[config.mk]
export PLATFORM = sky130hd
export DESIGN_NAME = image_rom_arbiter
export DESIGN_NICKNAME = d
export VERILOG_FILES = /design/src/rtl/image_rom_arbiter.sv
export SDC_FILE = /design/constraint.sdc
export NUM_CORES = 1
export LEC_CHECK = 0
export ABC_AREA = 0
export ABC_CLOCK_PERIOD_IN_PS = 3500
export CORE_ASPECT_RATIO = 1.75
export CORE_MARGIN = 4
export CORE_UTILIZATION = 41
export DETAILED_ROUTE_END_ITERATION = 6
export PLACE_DENSITY = 0.88
export SLEW_MARGIN = 25
export SYNTH_ARGS = -nofsm -noshare
export SYNTH_HDL_FRONTEND = slang
export SYNTH_SLANG_ARGS = --single-unit
[constraint.sdc]
create_clock -name clk -period 3.5 [get_ports clk]
set_input_delay 0.7 -clock clk [delete_from_list [all_inputs] [get_ports clk]]
set_output_delay 0.7 -clock clk [all_outputs]
set_load 0.05 [all_outputs]
[src/rtl/image_rom_arbiter.sv]
// image_rom_arbiter
//   Shares one combinational image ROM read port between two requesters.
//   Port 0 is display scan-out (may flag urgency), port 1 is the masking
//   engine. A grant registers the winner's address onto the ROM port; the
//   colour comes back one cycle later on the winner's private bus with a
//   single-cycle valid. Out-of-image addresses still take a slot but return
//   OOB_COLOR with the oob flag set.
// Ports:
//   clk, rst               clock, async active-high reset
//   req0/urg0/row0/col0    port 0 request, urgency, address
//   req1/row1/col1         port 1 request, address
//   gnt0/gnt1              combinational accept at this edge
//   rvalid*/rdata*/oob*    registered per-port read response
//   rom_row/rom_col        registered ROM address
//   rom_data               ROM colour for rom_row/rom_col
module image_rom_arbiter #(
  parameter int ROW_W    = 8,
  parameter int COL_W    = 9,
  parameter int DATA_W   = 12,
  parameter int IMG_ROWS = 240,
  parameter int IMG_COLS = 320,
  parameter logic [DATA_W-1:0] OOB_COLOR = 12'h000,
  parameter int MAX_URG  = 4
) (
  input  logic              clk,
  input  logic              rst,
  input  logic              req0,
  input  logic              urg0,
  input  logic [ROW_W-1:0]  row0,
  input  logic [COL_W-1:0]  col0,
  input  logic              req1,
  input  logic [ROW_W-1:0]  row1,
  input  logic [COL_W-1:0]  col1,
  output logic              gnt0,
  output logic              gnt1,
  output logic              rvalid0,
  output logic              rvalid1,
  output logic [DATA_W-1:0] rdata0,
  output logic [DATA_W-1:0] rdata1,
  output logic              oob0,
  output logic              oob1,
  output logic [ROW_W-1:0]  rom_row,
  output logic [COL_W-1:0]  rom_col,
  input  logic [DATA_W-1:0] rom_data
);

  localparam int CNT_W = $clog2(MAX_URG + 1);
  localparam logic [CNT_W-1:0] URG_LIM = CNT_W'(MAX_URG);
  // One extra bit so a limit equal to 2**W still compares correctly.
  localparam logic [ROW_W:0] ROW_LIM = (ROW_W+1)'(IMG_ROWS);
  localparam logic [COL_W:0] COL_LIM = (COL_W+1)'(IMG_COLS);

  logic [CNT_W-1:0]  urg_cnt_q, urg_cnt_d;
  logic              last_gnt_q;  // 1 = port 1 won last
  logic              sel_q, pend_q, oob_q;
  logic [ROW_W-1:0]  rom_row_q;
  logic [COL_W-1:0]  rom_col_q;
  logic              rvalid0_q, rvalid1_q, oob0_q, oob1_q;
  logic [DATA_W-1:0] rdata0_q, rdata1_q;

  logic urg_take, win0, gnt_any, oob0_w, oob1_w;

  assign urg_take = req0 & req1 & urg0 & (urg_cnt_q < URG_LIM);
  // Port 0 wins when alone, when urgency is still within budget, or when
  // round-robin says it is port 0's turn (port 1 went last).
  assign win0    = req0 & (~req1 | urg_take | last_gnt_q);
  assign gnt0    = ~rst & win0;
  assign gnt1    = ~rst & req1 & ~win0;
  assign gnt_any = gnt0 | gnt1;

  assign oob0_w = ({1'b0, row0} >= ROW_LIM) | ({1'b0, col0} >= COL_LIM);
  assign oob1_w = ({1'b0, row1} >= ROW_LIM) | ({1'b0, col1} >= COL_LIM);

  // Urgent streak resets whenever port 1 is served or stops asking;
  // increments only below the limit, so it saturates by construction.
  always_comb begin
    urg_cnt_d = urg_cnt_q;
    if (~req1 | gnt1)  urg_cnt_d = '0;
    else if (urg_take) urg_cnt_d = urg_cnt_q + 1'b1;
  end

  always_ff @(posedge clk or posedge rst) begin
    if (rst) begin
      urg_cnt_q  <= '0;
      last_gnt_q <= 1'b1;
      sel_q      <= 1'b0;
      pend_q     <= 1'b0;
      oob_q      <= 1'b0;
      rom_row_q  <= '0;
      rom_col_q  <= '0;
      rvalid0_q  <= 1'b0;
      rvalid1_q  <= 1'b0;
      oob0_q     <= 1'b0;
      oob1_q     <= 1'b0;
      rdata0_q   <= '0;
      rdata1_q   <= '0;
    end else begin
      urg_cnt_q <= urg_cnt_d;
      pend_q    <= gnt_any;
      if (gnt_any) begin
        last_gnt_q <= gnt1;
        sel_q      <= gnt1;
        rom_row_q  <= gnt1 ? row1 : row0;
        rom_col_q  <= gnt1 ? col1 : col0;
        oob_q      <= gnt1 ? oob1_w : oob0_w;
      end
      rvalid0_q <= pend_q & ~sel_q;
      rvalid1_q <= pend_q & sel_q;
      if (pend_q && !sel_q) begin
        rdata0_q <= oob_q ? OOB_COLOR : rom_data;
        oob0_q   <= oob_q;
      end
      if (pend_q && sel_q) begin
        rdata1_q <= oob_q ? OOB_COLOR : rom_data;
        oob1_q   <= oob_q;
      end
    end
  end

  assign rom_row = rom_row_q;
  assign rom_col = rom_col_q;
  assign rvalid0 = rvalid0_q;
  assign rvalid1 = rvalid1_q;
  assign rdata0  = rdata0_q;
  assign rdata1  = rdata1_q;
  assign oob0    = oob0_q;
  assign oob1    = oob1_q;

endmodule

==> results_dict.tcl, run 1 <==
set metrics [dict create \
    status "finished, final reports clean" \
    whs_path_depth 2 \
    worst_slack_ns 0.708 \
    maxCapViolations 0 \
    crit_chain "clkdlybuf4s50_1 > and2b_1 > and3_4 > buf_12" \
    final_util_pct 64.6 \
    h-tree-depth 2 \
    layout_common_cells "clkdlybuf4s50_1 (95), dfrtp_1 (51), nand2_1 (33), o21ai_0 (29), inv_1 (16)" \
    required_ns 2.80 \
    place_congestion 0.744 \
    synth_top_area_share_pct 60.0 \
    layout.nets 347 \
    dpl.hpwl_um 4110 \
    finalHoldViolations 0 \
    antenna_found_initial 0 \
    critical_path.max_stage_delay_ns 0.54 \
    skew_ns 0.00808 \
    dieArea_um2 6450 \
    drive_above_1_share_pct 6.08 \
    ir_worst_vdd_mv 0.414 \
    start_util_pct 42.4 \
    place.port_buffers 97 \
    min_to "rdata0[1]$_DFFE_PP0P_" \
    drc 0 \
    route.met3.wl_um 361 \
    r2r_start "urg_cnt_q[2]$_DFFE_PP0P_" \
    routed_via_density 5.09 \
    yosys_register_bits 52 \
    path_clk_slew_ns 0.09 \
    fin_crit_sh_pct 79.8 \
    die_h_um 103 \
    fmax_mhz 358 \
    wl_met2_um 2960 \
    rr_endpoint "oob_q$_DFFE_PP0P_" \
    clock_latency_ns 0.30 \
    via_count 1781 \
    grt_pass1_vias 1849 \
    reg2reg_slack_ns 1.93 \
    core_um2 5020 \
    grt_setup_unrepaired "false" \
    fin_crit_ns 2.79 \
    first_iter_violations 148 \
    highest_layer "met4" \
    crit_path_top_delay_cell "clkdlybuf4s50_1" \
    tritoncts "built" \
    place_ws_ns 0.702 \
    grt_max_degree 41 \
    yosysWarnings 0 \
    worstPathMaxFanout 21 \
    hold_start "rdata0[1]$_DFFE_PP0P_" \
    routed_wl_um 5450 \
    start_kind "input port" \
    slew_headroom_pct 45.0 \
    syn_area_per_cell_um2 10.6 \
    worstSetupPathType "input port to output port" \
    cts_setup_buffers 0 \
    grt.total_usage_pct 16.9 \
    clock_sinks 52 \
    p_leak_nw 1.49 \
    cts_resized 0 \
    p_per_area_nw_per_um2 624 \
    ant_nets 0 \
    worstMarginPinSlew_ns 0.824 \
    overflow 0 \
    synth_top_cells_by_area "dfrtp_1 (60%), o21ai_0 (6.8%), a222oi_1 (6.1%)" \
    hp-class "flop to flop" \
    ios 98 \
    synth_nets 252 \
    ctsHoldBuffers 0 \
    ff2ff_path_depth 5 \
    crit_arrival_ns 2.09 \
    syn_to_final_growth_pct 52.4 \
    end_kind "output port" \
    wire_per_inst_um 15.6 \
    wl_met1_um 2070 \
    syn_area_um2 2130 \
    cts_root_buf "clkbuf_8" \
    ys_types 29 \
    setup_violations 0 \
    slew_violations 0 \
    cts.path.max_buffers 2 \
    synth_top_area_cell "dfrtp_1" \
    dr.pass1.iters 4 \
    ys_seq_area_share_pct 61.2 \
    final_common_cell "clkdlybuf4s50_1" \
    n_antenna_cell 0 \
    die_w_um 62.4 \
    tns_ns 0 \
    std_cell_rows 34 \
    cts_made_buffers 5 \
    cp_top_family "buffers and inverters" \
    grt_pass1_wl_um 8680 \
    postSynthCellCount 200 \
    timing.critical_path.buf_inv 2 \
]
## per-layer routing
layer  GRT usage [%]  up-vias
li1                -      869
met1            18.2      829
met2            31.8       78
met3            4.97        5
met4            4.93        0
met5               0        -
## flip-flops by register name (all words and copies together) (netlist names)
name and flops:
sel_q 1, oob1 1, rom_col 9, rom_row 8
last_gnt_q 1, pend_q 1, rdata1 12, rvalid1 1
rdata0 12, oob0 1, oob_q 1, urg_cnt_q 3
rvalid0 1
## cell usage after synthesis
| cell type | number |
|---|---|
| a21oi_1 | 3 |
| inv_1 | 17 |
| and2b_1 | 1 |
| buf_6 | 3 |
| buf_4 | 1 |
| xor2_1 | 1 |
| nand2_1 | 33 |
| inv_2 | 1 |
| ha_1 | 1 |
| dfrtp_1 | 51 |
| dfstp_2 | 1 |
| a221o_1 | 1 |
| a21boi_0 | 1 |
| nand4_1 | 2 |
| or2b_1 | 1 |
| and3_4 | 1 |
| nor2b_1 | 1 |
| nand3b_1 | 1 |
| clkbuf_1 | 7 |
| nor2_1 | 10 |
| mux2i_1 | 1 |
| o21ai_0 | 29 |
| nand2b_1 | 13 |
| o21ai_2 | 1 |
| mux2_2 | 2 |
| a222oi_1 | 13 |
| a31oi_1 | 1 |
| o311a_1 | 1 |
| o211ai_1 | 1 |
## kinds of logic (layout without fill, tap and decap cells)
logic type / count (synthesis) / count (layout) / synth area share (%)
AO/OA/AOI/OAI: 51 / 51 / 16.0
flip-flops: 52 / 52 / 61.2
XOR/XNOR: 1 / 1 / 0.412
AND/OR/NAND/NOR: 63 / 63 / 13.9
adder cells (fa/ha/maj): 1 / 1 / 0.588
buffers and inverters: 29 / 125 / 6.35
multiplexers: 3 / 3 / 1.53
## power breakdown
part           internal [mW]  switching (mW)  leakage [nW]
registers              0.715          0.0655         0.654
logic                  0.298           0.548         0.777
clock network          0.212           0.184        0.0552
## stage by stage
stage / hold WS (ns) / power, mW / cells / instance area, um^2
finish: 0.483 / 2.02 / 350 / 3240
global route: 0.521 / 2.12 / 350 / 3240
CTS: 0.492 / 2.05 / 350 / 3240
detailed placement: 0.471 / 1.65 / 342 / 3130
global placement: 0.463 / 1.63 / 342 / 3130
floorplan: 0.476 / 1.32 / 200 / 2130
## cell type report
class | instances | area, um^2
timing repair buffer | 99 | 1010
tap | 54 | 67.6
multi-input combinational | 119 | 689
inverter | 18 | 67.6
fill | 428 | 1780
clock buffer | 6 | 72.6
clock inverter | 2 | 35.0
sequential | 52 | 1300
## worst reg2reg max path: stages, from the launching register on
cell      delay [ns]
dfrtp_1         0.39
nor2b_1         0.07
o311a_1         0.36
buf_4           0.23
a21boi_0        0.14
a221o_1         0.26
## how the worst max path moves through the flow
| stage | from | endpoint | slack, ns | depth (start not counted) |
|---|---|---|---|---|
| finish | req1 | gnt1 | 0.71 | 4 |
| CTS | req1 | gnt1 | 0.71 | 4 |
| global placement | req1 | gnt1 | 0.72 | 4 |
| floorplan | rst | gnt0 | 0.36 | 3 |
| detailed placement | req1 | gnt1 | 0.70 | 4 |
| global route | req1 | gnt1 | 0.66 | 4 |
Note: power is estimated with default switching activity, not from simulation.
==> run 2: changes to the inputs <==
Settings changed: ABC_CLOCK_PERIOD_IN_PS 3500 to 2400, CORE_UTILIZATION 41 to 37, PLACE_DENSITY 0.88 to 0.84.
Clock period 3.5 ns to 2.4 ns, I/O delays scaled along.
==> run 2 against run 1 <==
Effect of this change:
- register-to-register slack worse by 1.0 ns
- critical path depth unchanged
- largest cell class unchanged
- sequential share of layout area down 0.51 points
- cell area up 1.3%
- global-route usage down 1.4 points
- flip-flop and latch count unchanged
- sequential power up 46%
- die area up 9.7%
- via count up 2.6%
- cell count up 7.1%
- largest power group unchanged
- wire length down 4.4%
- core utilization down 5.8 points
==> results_dict.tcl, run 2 (same netlist as run 1, synthesis figures left out) <==
set metrics [dict create \
    status "finished, final reports clean" \
    p_leak_nw 1.49 \
    wire_per_inst_um 13.9 \
    place_inst 367 \
    reg2reg_slack_ns 0.88 \
    grt_pass1_wl_um 8550 \
    hp-class "flop to flop" \
    cts_made_buffers 5 \
    skew_ns 0.00650 \
    clkPwrFrac_pct 19.4 \
    worstPathMaxFanout 21 \
    placedInstanceArea_um2 3170 \
    grt_setup_unrepaired "false" \
    core_um2 5590 \
    layout.nets 350 \
    netSwitchingFraction_pct 39.3 \
    die_h_um 108 \
    seq_power_share_pct 38.8 \
    dieArea_um2 7070 \
    die_w_um 65.3 \
    start_kind "input port" \
    final_util_pct 58.8 \
    r2r_start "last_gnt_q$_DFFE_PP1P_" \
    worstMarginPinSlew_ns 0.791 \
    p_per_area_nw_per_um2 898 \
    grt_pass1_vias 1877 \
    ff2ff_path_depth 4 \
    h-tree-depth 2 \
    drc 0 \
    place.port_buffers 97 \
    fmax_mhz 451 \
    overflow 0 \
    p_int_mw 1.79 \
    syn_to_final_growth_pct 54.3 \
    slew_headroom_pct 47.3 \
    drive_above_1_share_pct 7.02 \
    slew_violations 0 \
    critPathCapture "gnt1" \
    ios 98 \
    ir_worst_vdd_mv 0.457 \
    std_cell_rows 36 \
    finalHoldViolations 0 \
    grt.total_usage_pct 15.4 \
    dpl.hpwl_um 4060 \
    crit_arrival_ns 1.74 \
    cts_setup_buffers 0 \
    p_sw_mw 1.16 \
    end_kind "output port" \
    worstSetupPathType "input port to output port" \
    ctsHoldBuffers 0 \
    cts.path.max_buffers 2 \
    postLayoutCellArea_um2 3280 \
    ant_nets 0 \
    dr.pass1.iters 4 \
    final_common_cell "clkdlybuf4s50_1" \
    crit_path_start "req0" \
    first_iter_violations 132 \
    clock_latency_ns 0.29 \
    fin_crit_sh_pct 92.5 \
    tritoncts "built" \
    clock_sinks 52 \
    routed_via_density 4.87 \
    power_mw 2.95 \
    required_ns 1.92 \
    path_clk_slew_ns 0.09 \
    layout_common_cells "clkdlybuf4s50_1 (95), dfrtp_1 (51), nand2_1 (33), o21ai_0 (29), inv_1 (16)" \
    grt_max_degree 53 \
    rr_endpoint "rom_col[7]$_DFFE_PP0P_" \
    via_count 1827 \
    setup_violations 0 \
    final_cells 375 \
    place_congestion 0.752 \
    routed_wl_um 5210 \
    maxCapViolations 0 \
    fillers 514 \
    cts_resized 0 \
    antenna_found_initial 0 \
    power_frac_comb_pct 41.8 \
    cts_root_buf "clkbuf_8" \
    tns_ns 0 \
    n_antenna_cell 0 \
    fin_crit_ns 2.22 \
    start_util_pct 38.1 \
]
==> run 2: changes by cell type in the layout (fill, tap and decap cells not counted), sizes merged <==
cell	delta
inv	-1
buf	+3
clkinvlp	+1
==> run 2: critical path: stages <==
cell and delay [ns]:
clkdlybuf4s50_1 0.50, nand3b_1 0.20, and3_4 0.38, buf_12 0.18
==> run 2: worst min-delay path by stage <==
| stage | startpoint | to | slack, ns | cells past startpoint |
|---|---|---|---|---|
| after CTS | rdata1[10]$_DFFE_PP0P_ | rdata1[10]$_DFFE_PP0P_ | 0.49 | 2 |
| after global placement | rom_row[1]$_DFFE_PP0P_ | rom_row[1]$_DFFE_PP0P_ | 0.46 | 2 |
| after floorplan | urg_cnt_q[2]$_DFFE_PP0P_ | urg_cnt_q[2]$_DFFE_PP0P_ | 0.48 | 2 |
| after detailed placement | rdata1[10]$_DFFE_PP0P_ | rdata1[10]$_DFFE_PP0P_ | 0.47 | 2 |
| after global routing | rdata0[10]$_DFFE_PP0P_ | rdata0[10]$_DFFE_PP0P_ | 0.51 | 2 |
| final | rom_row[2]$_DFFE_PP0P_ | rom_row[2]$_DFFE_PP0P_ | 0.48 | 2 |
==> run 2: final cells by class <==
cell class | instances | area (um^2) | share of cell area (%)
Inverter | 18 | 71.3 | 2.17
Clock inverter | 2 | 35.0 | 1.07
Sequential cell | 52 | 1300 | 39.7
Multi-Input combinational cell | 119 | 689 | 21.0
Clock buffer | 6 | 72.6 | 2.21
Tap cell | 76 | 95.1 | 2.90
Timing Repair Buffer | 102 | 1020 | 31.0
==> run 2: metrics by stage <==
| step | hold WS, ns | setup slack, ns |
|---|---|---|
| final | 0.485 | 0.181 |
| after global routing | 0.509 | 0.0948 |
| after CTS | 0.490 | 0.174 |
| after floorplan | 0.476 | 0.126 |
| after detailed placement | 0.471 | 0.149 |
| after global placement | 0.462 | 0.198 |
==> run 2: metal layers <==
| layer | global-route usage [%] | share of wire, % |
|---|---|---|
| met1 | 16.4 | 37 |
| met2 | 29.3 | 55 |
| met5 | 0 | 0 |
| met4 | 4.60 | 1.6 |
| met3 | 3.74 | 7.0 |
==> run 2: power groups by stage <==
stage | combinational (mW) | sequential [mW] | clock (mW)
floorplan | 0.220 | 1.70 | 0
global placement | 1.23 | 1.15 | 0
detailed placement | 1.25 | 1.16 | 0
CTS | 1.25 | 1.15 | 0.594
global route | 1.30 | 1.17 | 0.629
finish | 1.23 | 1.14 | 0.572
==> run 3: changes to the inputs <==
Settings changed: SETUP_SLACK_MARGIN set to 0.4, SLEW_MARGIN 25 to unset.
==> run 3 against run 2 <==
Effect of this change:
- maximum frequency rose by 14%
- highest routed layer unchanged
- sequential share of layout area fell by 0.84 points
- clock skew fell by 0.00080 ns
- global-route usage rose by 0.78 points
- critical path depth fell by 3
- die area did not move
- first-iteration DRC count fell by 3.8%
- largest power group unchanged
- worst setup slack improved by 0.27 ns
- sequential power barely moved
- non-clock buffer count rose by 3
- combinational power barely moved
==> results_dict.tcl, run 3 (same netlist as run 1, synthesis figures left out) <==
set metrics [dict create \
    place.port_buffers 97 \
    start_util_pct 38.1 \
    seq_power_share_pct 39.5 \
    ios 98 \
    wire_per_inst_um 14.9 \
    maxCapViolations 0 \
    cts_made_buffers 5 \
    h-tree-depth 2 \
    std_cell_rows 36 \
    drc 0 \
    cp_top_family "buffers and inverters" \
    routed_via_density 4.92 \
    drive_above_1_share_pct 9.24 \
    layout_common_cells "clkdlybuf4s50_1 (77), dfrtp_1 (51), nand2_1 (33), o21ai_0 (29), inv_1 (16)" \
    postLayoutCellArea_um2 3350 \
    grt.total_usage_pct 16.2 \
    final_common_cell "clkdlybuf4s50_1" \
    cts_root_buf "clkbuf_8" \
    path_clk_slew_ns 0.09 \
    worstMarginPinSlew_ns 0.761 \
    routed_wl_um 5660 \
    crit_path_top_delay_cell "clkdlybuf4s50_1" \
    finalHoldViolations 0 \
    fin_crit_sh_pct 81.3 \
    p_leak_nw 1.69 \
    placedInstanceArea_um2 3190 \
    first_iter_violations 127 \
    multi_input_area_um2 711 \
    status "finished, final reports clean" \
    required_ns 1.92 \
    dr.pass1.iters 7 \
    ant_nets 0 \
    slew_violations 0 \
    syn_to_final_growth_pct 57.6 \
    p_per_area_nw_per_um2 859 \
    core_um2 5590 \
    clkPwrFrac_pct 17.3 \
    tns_ns 0 \
    crit_chain "clkdlybuf4s50_1" \
    via_count 1866 \
    slew_headroom_pct 49.3 \
    power_frac_comb_pct 43.2 \
    ir_worst_vdd_mv 0.413 \
    crit_path_start "rom_col[7]$_DFFE_PP0P_" \
    grt_pass1_vias 1894 \
    tritoncts "built" \
    worstPathMaxFanout 2 \
    grt_max_degree 53 \
    clock_sinks 52 \
    hold_start "rdata0[2]$_DFFE_PP0P_" \
    setup_violations 0 \
    netSwitchingFraction_pct 40.6 \
    place_congestion 0.772 \
    dieArea_um2 7070 \
    fillers 503 \
    crit_arrival_ns 1.47 \
    start_kind "flop" \
    dpl.hpwl_um 4040 \
    fmax_mhz 512 \
    end_kind "output port" \
    antenna_found_initial 0 \
    fin_crit_ns 1.95 \
    r2r_start "urg_cnt_q[2]$_DFFE_PP0P_" \
    die_h_um 108 \
    grt_setup_unrepaired "false" \
    grt_pass1_wl_um 8870 \
    clock_latency_ns 0.29 \
    worstSetupPathType "flop to output port" \
    overflow 0 \
    cts.path.max_buffers 2 \
    timing.critical_path.buf_inv 1 \
    power_mw 2.88 \
    hp-class "flop to flop" \
    skew_ns 0.00570 \
    p_int_mw 1.71 \
    critical_path.max_stage_delay_ns 0.81 \
    n_antenna_cell 0 \
    p_sw_mw 1.17 \
    die_w_um 65.3 \
    final_util_pct 60.0 \
    seqCellArea_um2 1300 \
    layout.nets 354 \
]
run 3: routing by layer:
metal	part of all wire [%]	up-vias	global-route usage, %	routed length, um
li1	-	889	-	-
met1	37	870	17.3	2090
met2	53	96	29.6	3020
met3	7.9	11	4.78	448
met4	1.7	0	5.79	97
met5	0	-	0	0
run 3: worst register-to-register path, cell delays in order, from the launching register on:
cell	delay, ns
dfrtp_1	0.39
nor2b_2	0.06
o311a_4	0.36
buf_4	0.18
buf_4	0.18
a222oi_1	0.30
inv_1	0.09
run 3: repair_timing:
action / CTS / global route
setup endpoints to repair: 3 / 14
buffers inserted: 3 / 0
gates cloned: 1 / 0
gates resized for setup: 7 / 14
pin swaps: 3 / 0
hold buffers: 0 / 0
run 3: final cells by class:
class,instances,area share [%]
inverters,18,2.13
well taps,76,2.84
clock inverters,2,0.299
clock buffers,6,2.46
flip-flops and latches,52,38.8
repair buffers,105,32.2
multi-input cells,120,21.2
run 3: worst paths after layout:
| kind | cells after the start | slack (ns) | to |
|---|---|---|---|
| setup / recovery | 1 | 0.45 | rom_col[7] |
| hold / removal | 2 | 0.49 | rdata0[2]$_DFFE_PP0P_ |
| setup reg to reg | 6 | 0.73 | rom_col[5]$_DFFE_PP0P_ |
| hold reg to reg | 2 | 0.49 | rdata0[2]$_DFFE_PP0P_ |
| max in group asynchronous | 3 | 1.38 | rvalid0$_DFF_PP0_ |
| min in group asynchronous | 3 | 0.60 | urg_cnt_q[2]$_DFFE_PP0P_ |
run 3: metrics by stage:
| step | std cells | hold WS (ns) | setup WS [ns] |
|---|---|---|---|
| final | 379 | 0.488 | 0.448 |
| after global routing | 379 | 0.514 | 0.400 |
| after CTS | 379 | 0.491 | 0.406 |
| after detailed placement | 367 | 0.471 | 0.0488 |
| after global placement | 367 | 0.460 | 0.134 |
| after floorplan | 200 | 0.476 | 0.207 |
run 3: power groups by stage:
stage          clock network [mW]  logic (mW)  registers [mW]
3_5_place_dp                    0        1.25            1.16
6_report                    0.497        1.25            1.14
5_1_grt                     0.561        1.31            1.17
3_3_place_gp                    0        1.23            1.15
4_1_cts                     0.520        1.26            1.14
2_1_floorplan                   0       0.220            1.70
